### src/rtl/opcode_encoder.sv
// Priority encoder with pulse capture: latches request strobes into a pending register and
// hands out one winner index per valid/ready transaction. Define OPCODE_ENCODER_ROUND_ROBIN_EN for rotating priority.
module opcode_encoder #(
    parameter int N      = 8,
    parameter int CODE_W = 3
) (
    input  logic              clk,
    input  logic              rst,
    input  logic [N-1:0]      req,
    output logic [CODE_W-1:0] code,
    output logic              code_valid,
    input  logic              code_ready,
    output logic [N-1:0]      pending,
    output logic              overflow
);

    localparam logic [0:0] IDLE    = 1'b0;
    localparam logic [0:0] PRESENT = 1'b1;

    logic [0:0]        state;
    logic [N-1:0]      pend;
    logic [N-1:0]      clr;
    logic [CODE_W-1:0] sel;
    logic              handshake;

`ifdef OPCODE_ENCODER_ROUND_ROBIN_EN
    logic [CODE_W-1:0] last;
`endif

    assign handshake = code_valid & code_ready;
    assign pending   = pend;

    // The granted index is whatever code holds, since code is frozen while presenting.
    always_comb begin
        clr = '0;
        if (handshake) begin
            clr[code] = 1'b1;
        end
    end

`ifdef OPCODE_ENCODER_ROUND_ROBIN_EN
    // Scan starts one past the previous winner and wraps; N is a power of two so
    // the CODE_W-bit add wraps naturally.
    always_comb begin
        logic              found;
        logic [CODE_W-1:0] idx;
        found = 1'b0;
        sel   = '0;
        idx   = '0;
        for (int unsigned i = 0; i < N; i++) begin
            idx = last + CODE_W'(i + 1);
            if (pend[idx] && !found) begin
                sel   = idx;
                found = 1'b1;
            end
        end
    end
`else
    always_comb begin
        logic found;
        found = 1'b0;
        sel   = '0;
        for (int unsigned i = 0; i < N; i++) begin
            if (pend[i] && !found) begin
                sel   = CODE_W'(i);
                found = 1'b1;
            end
        end
    end
`endif

    always_ff @(posedge clk) begin
        if (rst) begin
            pend     <= '0;
            overflow <= 1'b0;
        end else begin
            pend <= (pend & ~clr) | req;
            if (|(req & pend & ~clr)) begin
                overflow <= 1'b1;
            end
        end
    end

    always_ff @(posedge clk) begin
        if (rst) begin
            state      <= IDLE;
            code       <= '0;
            code_valid <= 1'b0;
        end else begin
            case (state)
                IDLE: begin
                    if (|pend) begin
                        code       <= sel;
                        code_valid <= 1'b1;
                        state      <= PRESENT;
                    end
                end
                PRESENT: begin
                    if (code_ready) begin
                        code_valid <= 1'b0;
                        state      <= IDLE;
                    end
                end
                default: begin
                    code_valid <= 1'b0;
                    state      <= IDLE;
                end
            endcase
        end
    end

`ifdef OPCODE_ENCODER_ROUND_ROBIN_EN
    always_ff @(posedge clk) begin
        if (rst) begin
            last <= CODE_W'(N - 1);
        end else if (handshake) begin
            last <= code;
        end
    end
`endif

endmodule

### config.mk
export PLATFORM = sky130hd
export DESIGN_NAME = opcode_encoder
export DESIGN_NICKNAME = d
export VERILOG_FILES = /design/src/rtl/opcode_encoder.sv
export SDC_FILE = /design/constraint.sdc
export NUM_CORES = 1
export LEC_CHECK = 0
export BUFFER_PORTS_ARGS = -buffer_cell sky130_fd_sc_hd__buf_2
export CORE_MARGIN = 1
export CORE_UTILIZATION = 46
export CTS_CLUSTER_DIAMETER = 60
export DETAILED_ROUTE_END_ITERATION = 12
export PLACE_DENSITY_LB_ADDON = 0.3
export SYNTH_ARGS = -nofsm -noshare
export SYNTH_HDL_FRONTEND = slang
export SYNTH_SLANG_ARGS = --single-unit
### constraint.sdc
create_clock -name clk -period 1.9 [get_ports clk]
set_clock_uncertainty 0.05 [all_clocks]
set_input_delay 0.095 -clock clk [delete_from_list [all_inputs] [get_ports clk]]
set_output_delay 0.095 -clock clk [all_outputs]
set_load 0.005 [all_outputs]
Word-level counts from Yosys, hierarchy flattened
Index checks and enable logic that the tools add are counted.

word-level totals
  bits in registers = 14
  bits in latches = 0
  bits in writable memories = 0
  bits in read-only memories = 0
  input port bits = 11
  output and inout port bits = 13
  memories = 0

cells by class
  $add $sub $neg = 0
  $mul = 0
  divide/modulo/power cells = 0
  $lt $le $gt $ge = 2
  eq/ne operators = 2
  shift-type cells = 0
  muxes and demuxes = 23
  bitwise operators = 7
  reductions and logical operators = 19

operators with widths
  operator                                                                              number
  8-bit AND                                                                             3
  3-bit 2-to-1 mux                                                                      6
  8-bit OR reduction                                                                    2
  1-bit 2-to-1 mux                                                                      13
  1-bit logical AND                                                                     8
  8-bit 2-to-1 mux                                                                      1
  8-bit inverter                                                                        1
  8-bit bitwise OR                                                                      1
  1-bit logical NOT                                                                     7
  3-bit by 4-bit less-than comparator with 1-bit output (second input constant)         1
  2-bit inequality test (second input constant)                                         2
  1-bit one-hot mux with 2 select lines                                                 2
  2-bit AND reduction                                                                   2
  1-bit demux with 3-bit select                                                         1
  3-bit by 1-bit greater-or-equal comparator with 1-bit output (second input constant)  1
  1-bit AND                                                                             1
  1-bit inverter                                                                        1

Depth between registers and ports, before layout
  word-level depth = 22
  mapped depth = 5

Worst setup path after synthesis
No wires, ideal clock.

  path type = flip-flop to flip-flop
  start point = register pend[3], in the netlist pending[3]
  end point = register code[0]
  setup time = 0.101 ns
  data arrival time = 1.214 ns
  data required time = 1.749 ns
  path slack = 0.535 ns
  stages on the path, launching flop included = 5
  buffers on the path = 0
  period minus slack after synthesis = 1.365 ns
  path through = dfxtp_1 nor4_2 a21oi_1 or3b_1 o41ai_1

between the ends
  cells in the longest elaborated chain, start to end = 14
  elaborated cells on any way between the ends = 20

ends and longest elaborated chain
  element                   line  text
  start: declaration        21    logic [N-1:0] pend;
  start signal: assignment  77    pend <= (pend & ~clr) | req;
  1-bit logical AND         64    if (pend[i] && !found) begin
  1-bit 2-to-1 mux          64
  1-bit logical NOT         64
  1-bit logical AND         64
  1-bit 2-to-1 mux          64
  1-bit logical NOT         64
  1-bit logical AND         64
  1-bit 2-to-1 mux          64
  1-bit logical NOT         64
  1-bit logical AND         64
  1-bit 2-to-1 mux          64
  1-bit logical NOT         64
  1-bit logical AND         64
  3-bit 2-to-1 mux          64
  end signal: assignment    93    code <= sel;
  end: declaration          10    output logic [CODE_W-1:0] code,

Several ways; a longest one is shown, not always the timed one.
A chain may end at the register's enable or synchronous reset.

Worst setup path after layout
  start point = input code_ready
  end point = register overflow

between the ends
  cells in the longest elaborated chain, start to end = 5

ends and longest elaborated chain
  element                 line  text
  start: declaration      12    input logic code_ready,
  1-bit AND               30    assign handshake = code_valid & code_ready;
  8-bit 2-to-1 mux        36    if (handshake) begin
  8-bit inverter          78    if (|(req & pend & ~clr)) begin
  8-bit AND               78
  8-bit OR reduction      78
  end signal: assignment  75    overflow <= 1'b0;
  end signal: assignment  79    overflow <= 1'b1;
  end: declaration        14    output logic overflow

Every way passes these cells.

==> implementation parameters <==
Parameter                              Value

Status
  Run status ... finished, violations left
  Violated checks ... hold timing

Logic synthesis
  Fraction of post-synthesis cell area in the top cell type by area ... 43.9%
  Number of library cell types mapped by synthesis ... 22
  Avg Inst Size Synth ... 7.88 um2
  Number of warning messages in the yosys log ... 0
  Number of nets produced by synthesis ... 92
  Instance count of the mapped netlist ... 81
  Sequential-to-total area share from yosys stat ... 43.9%
  Area of the mapped netlist ... 638 um2
  Cell type with the highest aggregate area in the netlist ... sky130_fd_sc_hd__dfxtp_1
  Count of state elements after synthesis ... 14
  Largest cells by area after synthesis ... sky130_fd_sc_hd__dfxtp_1, sky130_fd_sc_hd__a21oi_1, sky130_fd_sc_hd__nor2_1, sky130_fd_sc_hd__nand3_1, sky130_fd_sc_hd__nand2_1

Min path
  Cell depth of the worst hold path ... 3
  Min-Delay Path Class ... in -> reg
  HP Start ... req[1]
  Min-Delay Endpoint ... pending[1]

GRT
  Initial antenna violation count ... 0
  Gr usage total ... 22.6%
  Pin count of the biggest net entering global routing ... 16
  Wire length of the first global-routing pass ... 2.29 mm
  Number of global-route vias before repair ... 529
  Aggregate global routing overflow ... 0

Floorplanning
  Width of the chip ... 39.2 um
  Area of the core ... 1300 um2
  DIE AREA ... 1540 um2
  Count of standard-cell rows ... 13
  Number of primary I/O pins ... 24
  Die Ht ... 39.2 um
  Initial standard-cell utilization of the core ... 49.0%

Drt
  Drt wl/cell ... 12.4 um
  Ratio of routed vias to standard cells ... 5.61
  DRT Pass-1 Iters ... 5
  Remaining antenna violation count after routing ... 0
  Overall via count from detail_route ... 707
  Post-route DRC ... 0
  Final routed wirelength across all metal layers ... 1.56 mm
  Starting DRT DRC Count ... 26

Timing
  Slew Limit Fails ... 0
  # setup viols final ... 0
  Worst rel slew slack ... 79.1%
  Number of hold violations in the final report ... 2
  Minimum period implied by the final worst setup slack ... 1.48 ns
  Fin crit share ... 77.9%
  Worst slack on hold paths ... -0.00945 ns
  Maximum operating frequency ... 676 MHz
  Sum of negative setup slack ... 0 ns
  Slew at the pin with the worst max-slew slack ... 0.311 ns
  RSZ-0062 raised after global routing ... false

Worst setup path
  Startpoint-to-endpoint class of the critical path ... in -> reg
  R2R Setup Slk ... 0.44 ns
  Max Fanout on Critical Path ... 4
  Worst r2r src ... pending[3]
  Endpoint of the worst register-to-register path ... code[0]
  Type of origin of the critical path ... primary input
  Required time reported for the critical path endpoint ... 2.01 ns
  Worst reg-to-reg path cell count ... 4
  Nature of the critical path endpoint ... flip-flop
  Worst Path Arrival ... 1.59 ns

Cells and area
  Final core utilization ... 64.8%
  Relative area change from synthesis to final layout ... 32.2%
  Share of cells above drive strength 1 ... 25.2%
  Commonest cells after routing, fill and taps aside ... sky130_fd_sc_hd__buf_2, sky130_fd_sc_hd__nor2_1, sky130_fd_sc_hd__dfxtp_1
  Commonest non-fill, non-tap cell in the layout ... sky130_fd_sc_hd__buf_2
  Diode count ... 0
  Layout net count ... 124

Power
  Leakage power ... 0.374 nW
  Sequential group share of total power ... 55.3%
  Power density of the placed cells ... 759 nW/um2
  Total power consumption of the routed design ... 0.640 mW
  Max rail drop VDD ... 526 uV
  Fraction of power spent switching nets ... 29.2%
  Switching power total ... 0.187 mW
  Part of the total power dissipated in the clock network ... 26.7%
  Internal Power ... 0.453 mW
  Proportion of power drawn by combinational gates ... 18.0%

Clocking
  Largest buffer count on any clock path ... 2
  Number of sinks handled by clock tree synthesis ... 14
  H-tree level count ... 1
  CTS tree ... yes
  Root cell of the clock tree ... sky130_fd_sc_hd__clkbuf_4
  Clk slew on worst S/H paths ... 0.09 ns
  # Post-CTS Setup Buffers ... 0
  Clk Latency, worst-skew pair ... 0.28 ns
  Number of gates resized after CTS ... 0
  CTS Buf Count ... 3

Place
  Final GP Congestion ... 0.883
  Post-DP HPWL ... 1.10 mm
  Port-buffer cells ... 23

Run
  Max-cap viol count ... 0
[synth_stat cells]
library cell and n:
sky130_fd_sc_hd__a41oi_1 1, sky130_fd_sc_hd__nor2b_1 2, sky130_fd_sc_hd__nand3_1 7, sky130_fd_sc_hd__clkbuf_1 1, sky130_fd_sc_hd__nor4_4 1, sky130_fd_sc_hd__a211oi_1 1
sky130_fd_sc_hd__inv_1 2, sky130_fd_sc_hd__or3b_1 1, sky130_fd_sc_hd__nor4_2 1, sky130_fd_sc_hd__nor3_1 2, sky130_fd_sc_hd__and4_1 1, sky130_fd_sc_hd__o41ai_1 1
sky130_fd_sc_hd__o21ai_0 1, sky130_fd_sc_hd__buf_4 1, sky130_fd_sc_hd__a21oi_1 13, sky130_fd_sc_hd__and3b_1 1, sky130_fd_sc_hd__nor2_1 17, sky130_fd_sc_hd__nand2_1 8
sky130_fd_sc_hd__and3_1 2, sky130_fd_sc_hd__a31oi_1 2, sky130_fd_sc_hd__o21bai_1 1, sky130_fd_sc_hd__dfxtp_1 14
[layout make-up]
class | instances | area [um2]
clock buffers | 3 | 22.5
fillers | 118 | 458
inverters | 2 | 7.51
multi-input cells | 63 | 339
flip-flops and latches | 14 | 280
well taps | 15 | 18.8
repair buffers | 29 | 175
[worst max-delay path by stage]
stage / startpoint / to / slack [ns]
2_1_floorplan: pending[3] / code[0] / 0.53
3_3_place_gp: code[1] / overflow / 0.51
3_5_place_dp: pending[3] / code[0] / 0.46
4_1_cts: code_ready / overflow / 0.44
5_1_grt: code_ready / overflow / 0.30
6_report: code_ready / overflow / 0.42
[power groups by stage]
stage	registers, mW	clock network, mW	logic (mW)
after floorplan	0.354	0	0.0628
after global placement	0.358	0	0.104
after detailed placement	0.359	0	0.106
after CTS	0.353	0.170	0.116
after global routing	0.358	0.182	0.131
final	0.354	0.171	0.115
[kinds of logic after synthesis]
logic type	synth area share, %
AOI/OAI and AO/OA	18.0
buffers and inverters	2.94
and+or+nand+nor	35.1
DFF	43.9
[registers in the layout, summed over array words and instances (netlist names)]
name and flops:
state 1, code 3, pending 8, code_valid 1, overflow 1
[worst max-delay path, stage by stage]
cell                            delay, ns
sky130_fd_sc_hd__dlygate4sd3_1       0.52
sky130_fd_sc_hd__buf_2               0.12
sky130_fd_sc_hd__and3b_1             0.26
sky130_fd_sc_hd__nand2_1             0.09
sky130_fd_sc_hd__and3_1              0.18
sky130_fd_sc_hd__a31oi_1             0.19
sky130_fd_sc_hd__a41oi_1             0.14
[per-stage QoR]
stage	hold WS, ns	cell area (um2)	setup slack (ns)	std cells
floorplan	0.123	638	0.535	81
global placement	0.260	761	0.510	117
detailed placement	0.267	761	0.456	117
CTS	0.000220	843	0.438	126
global route	0.00760	843	0.304	126
finish	-0.00945	843	0.420	126
[what timing repair did]
item	CTS	global route
hold buffers	6	0
hold endpoints to repair	6	0
setup endpoints to repair	0	0
[routing by layer]
| metal | part of all wire (%) | track usage, % |
|---|---|---|
| met5 | 0 | 0 |
| met4 | 1.9 | 10.3 |
| met3 | 6.6 | 5.20 |
| met2 | 40 | 33.3 |
| met1 | 51 | 30.6 |
Power figures use the tool's default switching activity.
